**src/rtl/bcd_pkg.sv**
```systemverilog
// -----------------------------------------------------------------------------
// bcd_pkg
// Shared definitions for the sequential binary-to-BCD converter (bin2bcd_seq)
// and its per-digit add-3 correction cell (bcd_add3_digit).
//   - state_e        : converter FSM encoding (IDLE / SHIFT / DONE)
//   - BCD_DIGIT_W    : bits per packed BCD digit
//   - BCD_NINE       : largest legal BCD digit, used for saturation
//   - ADD3_THRESH    : digit value at or above which +3 is applied
//   - ADD3_INC       : the correction added to such digits
//   - bcd_add3()     : the double-dabble digit correction
// -----------------------------------------------------------------------------
package bcd_pkg;

  typedef enum logic [1:0] {
    ST_IDLE  = 2'd0,
    ST_SHIFT = 2'd1,
    ST_DONE  = 2'd2
  } state_e;

  localparam int         BCD_DIGIT_W = 4;
  localparam logic [3:0] BCD_NINE    = 4'd9;
  localparam logic [3:0] ADD3_THRESH = 4'd5;
  localparam logic [3:0] ADD3_INC    = 4'd3;

  // A digit of 5..9 becomes 8..12 so that the following left shift carries
  // correctly into the next decimal place. Values above 9 never occur in a
  // legal digit field; they map straight through the same rule.
  function automatic logic [3:0] bcd_add3(input logic [3:0] digit);
    logic [3:0] res;
    if (digit >= ADD3_THRESH) begin
      res = digit + ADD3_INC;
    end else begin
      res = digit;
    end
    return res;
  endfunction

endpackage : bcd_pkg

```
**src/rtl/bcd_add3_digit.sv**
```systemverilog
// -----------------------------------------------------------------------------
// bcd_add3_digit
// Combinational double-dabble correction for one BCD digit:
//   digit_o = (digit_i >= 5) ? digit_i + 3 : digit_i
// Ports:
//   digit_i  in  4  digit before correction
//   digit_o  out 4  digit after correction
// -----------------------------------------------------------------------------
module bcd_add3_digit
  import bcd_pkg::*;
(
  input  logic [BCD_DIGIT_W-1:0] digit_i,
  output logic [BCD_DIGIT_W-1:0] digit_o
);

  assign digit_o = bcd_add3(digit_i);

endmodule : bcd_add3_digit

```
**src/rtl/bin2bcd_seq.sv**
```systemverilog
// -----------------------------------------------------------------------------
// bin2bcd_seq
// Sequential binary-to-BCD converter (shift-and-add-3), one iteration per
// clock, start/done handshake. Feeds packed BCD digits to the BCD adder stage.
//
// Parameters:
//   BIN_W   binary operand width (>= 1)
//   DIGITS  number of BCD output digits (output is 4*DIGITS bits)
//
// Ports:
//   clk       in   1          rising-edge clock
//   rst_n     in   1          synchronous active-low reset
//   start     in   1          conversion request, sampled only when not busy
//   bin_in    in   BIN_W      operand, captured on the accepting edge
//   busy      out  1          iterations in progress
//   done      out  1          one-cycle pulse when results update
//   bcd_out   out  4*DIGITS   packed BCD result, digit 0 at [3:0]
//   overflow  out  1          value exceeded 10^DIGITS-1 (result saturated)
//   sign_out  out  1          result sign (signed build only, else 0)
//
// Optional feature: define BIN2BCD_SIGNED_EN to treat bin_in as two's
// complement; the magnitude is converted and the sign reported on sign_out.
// -----------------------------------------------------------------------------
module bin2bcd_seq
  import bcd_pkg::*;
#(
  parameter int BIN_W  = 8,
  parameter int DIGITS = 3
) (
  input  logic                        clk,
  input  logic                        rst_n,
  input  logic                        start,
  input  logic [BIN_W-1:0]            bin_in,
  output logic                        busy,
  output logic                        done,
  output logic [BCD_DIGIT_W*DIGITS-1:0] bcd_out,
  output logic                        overflow,
  output logic                        sign_out
);

  localparam int BCD_W = BCD_DIGIT_W * DIGITS;
  localparam int SR_W  = BCD_W + BIN_W;
  localparam int CNT_W = $clog2(BIN_W + 1);

  localparam logic [CNT_W-1:0] LAST_CNT = CNT_W'(BIN_W - 1);
  localparam logic [CNT_W-1:0] CNT_ONE  = CNT_W'(1);

  // Register state
  state_e             state_q;
  logic [SR_W-1:0]    sr_q;        // {digit field, remaining binary bits}
  logic [CNT_W-1:0]   cnt_q;
  logic               sticky_q;    // a 1 has left the top digit
  logic               sign_cap_q;  // sign captured with the operand
  logic               busy_q;
  logic               done_q;
  logic [BCD_W-1:0]   bcd_q;
  logic               ovf_q;
  logic               sign_q;

  // Next-state datapath values
  logic [BCD_W-1:0]   digits_adj_d;
  logic [SR_W-1:0]    sr_shift_d;
  logic               sticky_d;
  logic [BCD_W-1:0]   bcd_final_d;
  logic [BIN_W-1:0]   operand_d;
  logic               sign_d;

  // Per-digit add-3 correction, all digits in parallel, no inter-digit carry.
  for (genvar g = 0; g < DIGITS; g++) begin : g_digit
    bcd_add3_digit u_add3 (
      .digit_i (sr_q[BIN_W + BCD_DIGIT_W*g +: BCD_DIGIT_W]),
      .digit_o (digits_adj_d[BCD_DIGIT_W*g +: BCD_DIGIT_W])
    );
  end

  // One iteration: shift the corrected digits and binary bits left by one;
  // the corrected top-digit MSB falls off and feeds the sticky overflow.
  always_comb begin
    sr_shift_d  = {digits_adj_d[BCD_W-2:0], sr_q[BIN_W-1:0], 1'b0};
    sticky_d    = sticky_q | digits_adj_d[BCD_W-1];
    if (sticky_d) begin
      bcd_final_d = {DIGITS{BCD_NINE}};
    end else begin
      bcd_final_d = sr_shift_d[SR_W-1:BIN_W];
    end
  end

`ifdef BIN2BCD_SIGNED_EN
  // Two's complement operand: load the magnitude. The most-negative value
  // negates to itself, which read as unsigned is exactly its magnitude.
  always_comb begin
    sign_d = bin_in[BIN_W-1];
    if (sign_d) begin
      operand_d = ~bin_in + BIN_W'(1);
    end else begin
      operand_d = bin_in;
    end
  end
`else
  // Unsigned operand: loaded as is, sign is always positive.
  always_comb begin
    sign_d    = 1'b0;
    operand_d = bin_in;
  end
`endif

  // Converter FSM with registered handshake and result outputs.
  always_ff @(posedge clk) begin
    if (!rst_n) begin
      state_q    <= ST_IDLE;
      sr_q       <= '0;
      cnt_q      <= '0;
      sticky_q   <= 1'b0;
      sign_cap_q <= 1'b0;
      busy_q     <= 1'b0;
      done_q     <= 1'b0;
      bcd_q      <= '0;
      ovf_q      <= 1'b0;
      sign_q     <= 1'b0;
    end else begin
      case (state_q)
        ST_IDLE: begin
          done_q <= 1'b0;
          if (start) begin
            sr_q       <= {{BCD_W{1'b0}}, operand_d};
            cnt_q      <= '0;
            sticky_q   <= 1'b0;
            sign_cap_q <= sign_d;
            busy_q     <= 1'b1;
            state_q    <= ST_SHIFT;
          end
        end
        ST_SHIFT: begin
          sr_q     <= sr_shift_d;
          sticky_q <= sticky_d;
          cnt_q    <= cnt_q + CNT_ONE;
          if (cnt_q == LAST_CNT) begin
            bcd_q   <= bcd_final_d;
            ovf_q   <= sticky_d;
            sign_q  <= sign_cap_q;
            busy_q  <= 1'b0;
            done_q  <= 1'b1;
            state_q <= ST_DONE;
          end
        end
        ST_DONE: begin
          done_q <= 1'b0;
          // Back-to-back request is accepted exactly as from IDLE.
          if (start) begin
            sr_q       <= {{BCD_W{1'b0}}, operand_d};
            cnt_q      <= '0;
            sticky_q   <= 1'b0;
            sign_cap_q <= sign_d;
            busy_q     <= 1'b1;
            state_q    <= ST_SHIFT;
          end else begin
            state_q <= ST_IDLE;
          end
        end
        default: begin
          busy_q  <= 1'b0;
          done_q  <= 1'b0;
          state_q <= ST_IDLE;
        end
      endcase
    end
  end

  assign busy     = busy_q;
  assign done     = done_q;
  assign bcd_out  = bcd_q;
  assign overflow = ovf_q;
  assign sign_out = sign_q;

endmodule : bin2bcd_seq

```
**config.mk**
```make
export PLATFORM = sky130hd
export DESIGN_NAME = bin2bcd_seq
export DESIGN_NICKNAME = d
export VERILOG_FILES = /design/src/rtl/bcd_pkg.sv /design/src/rtl/bcd_add3_digit.sv /design/src/rtl/bin2bcd_seq.sv
export SDC_FILE = /design/constraint.sdc
export NUM_CORES = 1
export LEC_CHECK = 0
export CAP_MARGIN = 20
export CORE_MARGIN = 2
export CORE_UTILIZATION = 55
export CTS_CLUSTER_DIAMETER = 60
export CTS_CLUSTER_SIZE = 20
export DETAILED_ROUTE_END_ITERATION = 8
export DONT_BUFFER_PORTS = 1
export GPL_TIMING_DRIVEN = 0
export PLACE_DENSITY = 0.7
export SLEW_MARGIN = 20
export SYNTH_ARGS = -nofsm -noshare
export SYNTH_HDL_FRONTEND = slang
export SYNTH_HIERARCHICAL = 1
export SYNTH_SLANG_ARGS = --single-unit
export TNS_END_PERCENT = 30
```
**constraint.sdc**
```tcl
create_clock -name clk -period 1.7 [get_ports clk]
set_input_delay 0.085 -clock clk [delete_from_list [all_inputs] [get_ports clk]]
set_output_delay 0.085 -clock clk [all_outputs]
set_load 0.05 [all_outputs]
```
==> results.json <==
{
  "initial_core_util": 0.5725,
  "finish.instance_area_mm2": 0.002297,
  "maxCapViolations": 0,
  "startpoint_type": "register",
  "yosysTopAreaCell": "dfxtp_1",
  "worstSkewPairLatency_ps": 290,
  "yosysWarnings": 6,
  "design_power_total_mw": 1.988,
  "root_buffer": "clkbuf_8",
  "fin_nets": 269,
  "place_area_mm2": 0.002156,
  "end_kind": "register",
  "crit_chain": "inv_1 -> ha_1 -> nand2b_4 -> nand2b_1 -> o21ai_1 -> buf_4 -> nor2_4 -> buf_4 -> a211oi_2",
  "regToRegStartpoint": "sr_q[16]",
  "drtIter0Drc": 110,
  "hold_depth": 2,
  "drc": 0,
  "ir_drop_mv": 0.6454,
  "avgViaCountPerCell": 5.530,
  "place_inst": 291,
  "n_antenna_cell": 0,
  "hpwl_um": 3170,
  "criticalPathCategory": "register to register",
  "clk_pin_slew_ps": 80,
  "firstDrtPassIters": 4,
  "final_core_util": 0.6275,
  "synth_edf_count": 0,
  "cts_tree": "built",
  "pwr_density_cell_mw_per_mm2": 865.5,
  "routed_wirelength_um": 4383,
  "portBuffers": 0,
  "die_area_mm2": 0.004320,
  "syn_inst": 243,
  "slowest_stage": "dfxtp_4",
  "cts_sinks": 42,
  "place_ws_ps": -204.9,
  "arrival_ps": 1810,
  "rr_endpoint": "overflow",
  "layout_setup_ws_ps": 109.9,
  "synthFlopType": "dfxtp_1",
  "maxClockFrequency_mhz": 628.9,
  "wl_per_cell_um": 14.61,
  "vias": 1659,
  "clockBufferDepth": 2,
  "grt_overflow": 0,
  "yosysMostFrequentCell": "dfxtp_1",
  "period_needed_ps": 1590,
  "hold_start": "bin_in[3]",
  "tightest_slew_ps": 569.2,
  "area_growth_pct": 9.612,
  "synth.cell_area_mm2": 0.002096,
  "required_ps": 1920,
  "synth_seq_cells": 42,
  "yosys-top-cells-count": "dfxtp_1, nand2_1, a21oi_1, nand3_1, mux2i_1",
  "syn_area_per_cell_um2": 8.625,
  "slew_headroom": 0.6205,
  "core_area_mm2": 0.003661,
  "grt_setup_unrepaired": "no",
  "netlist_top_cells_area": "dfxtp_1, mux2i_1, nand2_1",
  "cpMostUsedCell": "buf_4",
  "hold_class": "input port to register",
  "cts_hold_buf": 0,
  "outcome": "completed",
  "skew_ps": 7.891,
  "io_pins": 27,
  "finalSetupViolations": 0,
  "fp.dieW_um": 65.73,
  "min_to": "sr_q[3]",
  "grt_util_all_layers": 0.2290,
  "slowest_delay_ps": 370,
  "drive_gt1_frac": 0.1587,
  "async_reset_ff_frac": 0,
  "min_period_over_period": 0.9354,
  "antenna_left": 0,
  "slew_viol_final": 0,
  "synth_cell_types": 34,
  "antenna_found_initial": 0,
  "p_leak_nw": 0.8349,
  "gp_congestion": 0.8099,
  "instances_no_fill": 300,
  "die_height_um": 65.73,
  "path_max_fanout": 8,
  "synth_top_area_frac": 0.4012,
  "grt_pass1_vias": 1639,
  "cts_max_level": 2,
  "grt_max_degree": 13,
  "numCtsBuffers": 5,
  "synth_fp_nets": 261,
  "rrSetupSlack_ps": 110,
  "finalHoldViolations": 0,
  "grt_pass1_wl_um": 7617,
  "r2r_cells": 9,
  "ys_seq_area_frac": 0.4012,
  "rows": 22
}
final cells by class:
type,instances,area [um^2]
plain buffers,21,130.1
clock buffers,7,76.32
clock inverters,1,30.03
fillers,325,1364
inverters,7,26.28
multi-input cells,173,1121
flip-flops and latches,42,845.8
well taps,48,60.06
repair buffers,1,7.507
layout by cell type, fill, tap and decap left out, drive strengths merged, types with 2 or more instances in the layout:
master / synthesis / routed
nor2b: 2 / 2
nand2b: 11 / 11
o21ai: 7 / 7
xnor2: 3 / 3
buf: 18 / 20
ha: 7 / 7
dfxtp: 42 / 42
a211oi: 14 / 14
nand2: 32 / 32
o21a: 2 / 2
mux2i: 18 / 18
inv: 7 / 7
clkbuf: 3 / 9
nor3: 14 / 14
nand3: 22 / 22
a21oi: 25 / 25
nor2: 8 / 8
worst max-delay path: cells and delay by family, from the launching register on:
kind	cells	cell delay, ps
buf+inv	3	380
flops	1	370
compound gates	2	290
fa+ha+maj	1	240
simple gates	3	230
worst max path at each step:
stage | startpoint | end | slack (ps) | depth (start not counted)
2_1_floorplan | sr_q[17] | bcd_out[5] | 120 | 9
3_3_place_gp | sr_q[16] | bcd_out[1] | -110 | 9
3_5_place_dp | sr_q[17] | bcd_out[9] | -200 | 9
4_1_cts | sr_q[16] | bcd_out[7] | 10 | 8
5_1_grt | sr_q[16] | overflow | 6 | 9
6_report | sr_q[16] | overflow | 110 | 9
registers in the layout, indices dropped and copies added, names as in the netlist:
register,flops
bcd_out,12
done,1
sticky_q,1
sr_q,20
cnt_q,4
overflow,1
busy,1
state_q,2
cells by family (layout without fill, tap and decap cells):
group                      after synthesis  in the layout  share of synthesized area
muxes                                   18             18                    0.08597
other                                    1              1                   0.001789
xor gates and xnor gates                 3              3                    0.01254
adders and majority gates                7              7                    0.04179
buffers and inverters                   28             37                    0.07283
AOI/OAI and AO/OA                       51             51                     0.1684
DFF                                     42             42                     0.4012
and+or+nand+nor                         93             93                     0.2155
per-stage QoR:
| stage | hold WS [ps] | TNS [ps] |
|---|---|---|
| after global routing | 37.96 | 0 |
| after global placement | 326.0 | -752.4 |
| after detailed placement | 339.4 | -1068 |
| after CTS | 32.41 | 0 |
| after floorplan | 324.4 | 0 |
| final | 32.46 | 0 |
timing repair:
item                       in CTS  in global routing
gates resized for setup         3                  8
setup endpoints to repair      13                 14
buffers inserted                0                  1
cloned                          0                  0
pin swaps                       0                  1
metal layers:
| metal | part of all wire | GRT usage | vias to the layer above |
|---|---|---|---|
| met2 | 0.47 | 0.3889 | 31 |
| met5 | 0 | 0 | - |
| met4 | 0.0057 | 0.06250 | 0 |
| li1 | - | - | 854 |
| met3 | 0.042 | 0.05651 | 2 |
| met1 | 0.49 | 0.2874 | 772 |
report_power, final:
group,switching [mW],leakage [nW],internal (mW)
Clock,0.325,0.0524,0.439
Combinational,0.118,0.440,0.0692
Sequential,0.0277,0.342,1.01
No activity file was read; power rests on OpenSTA's default activity.
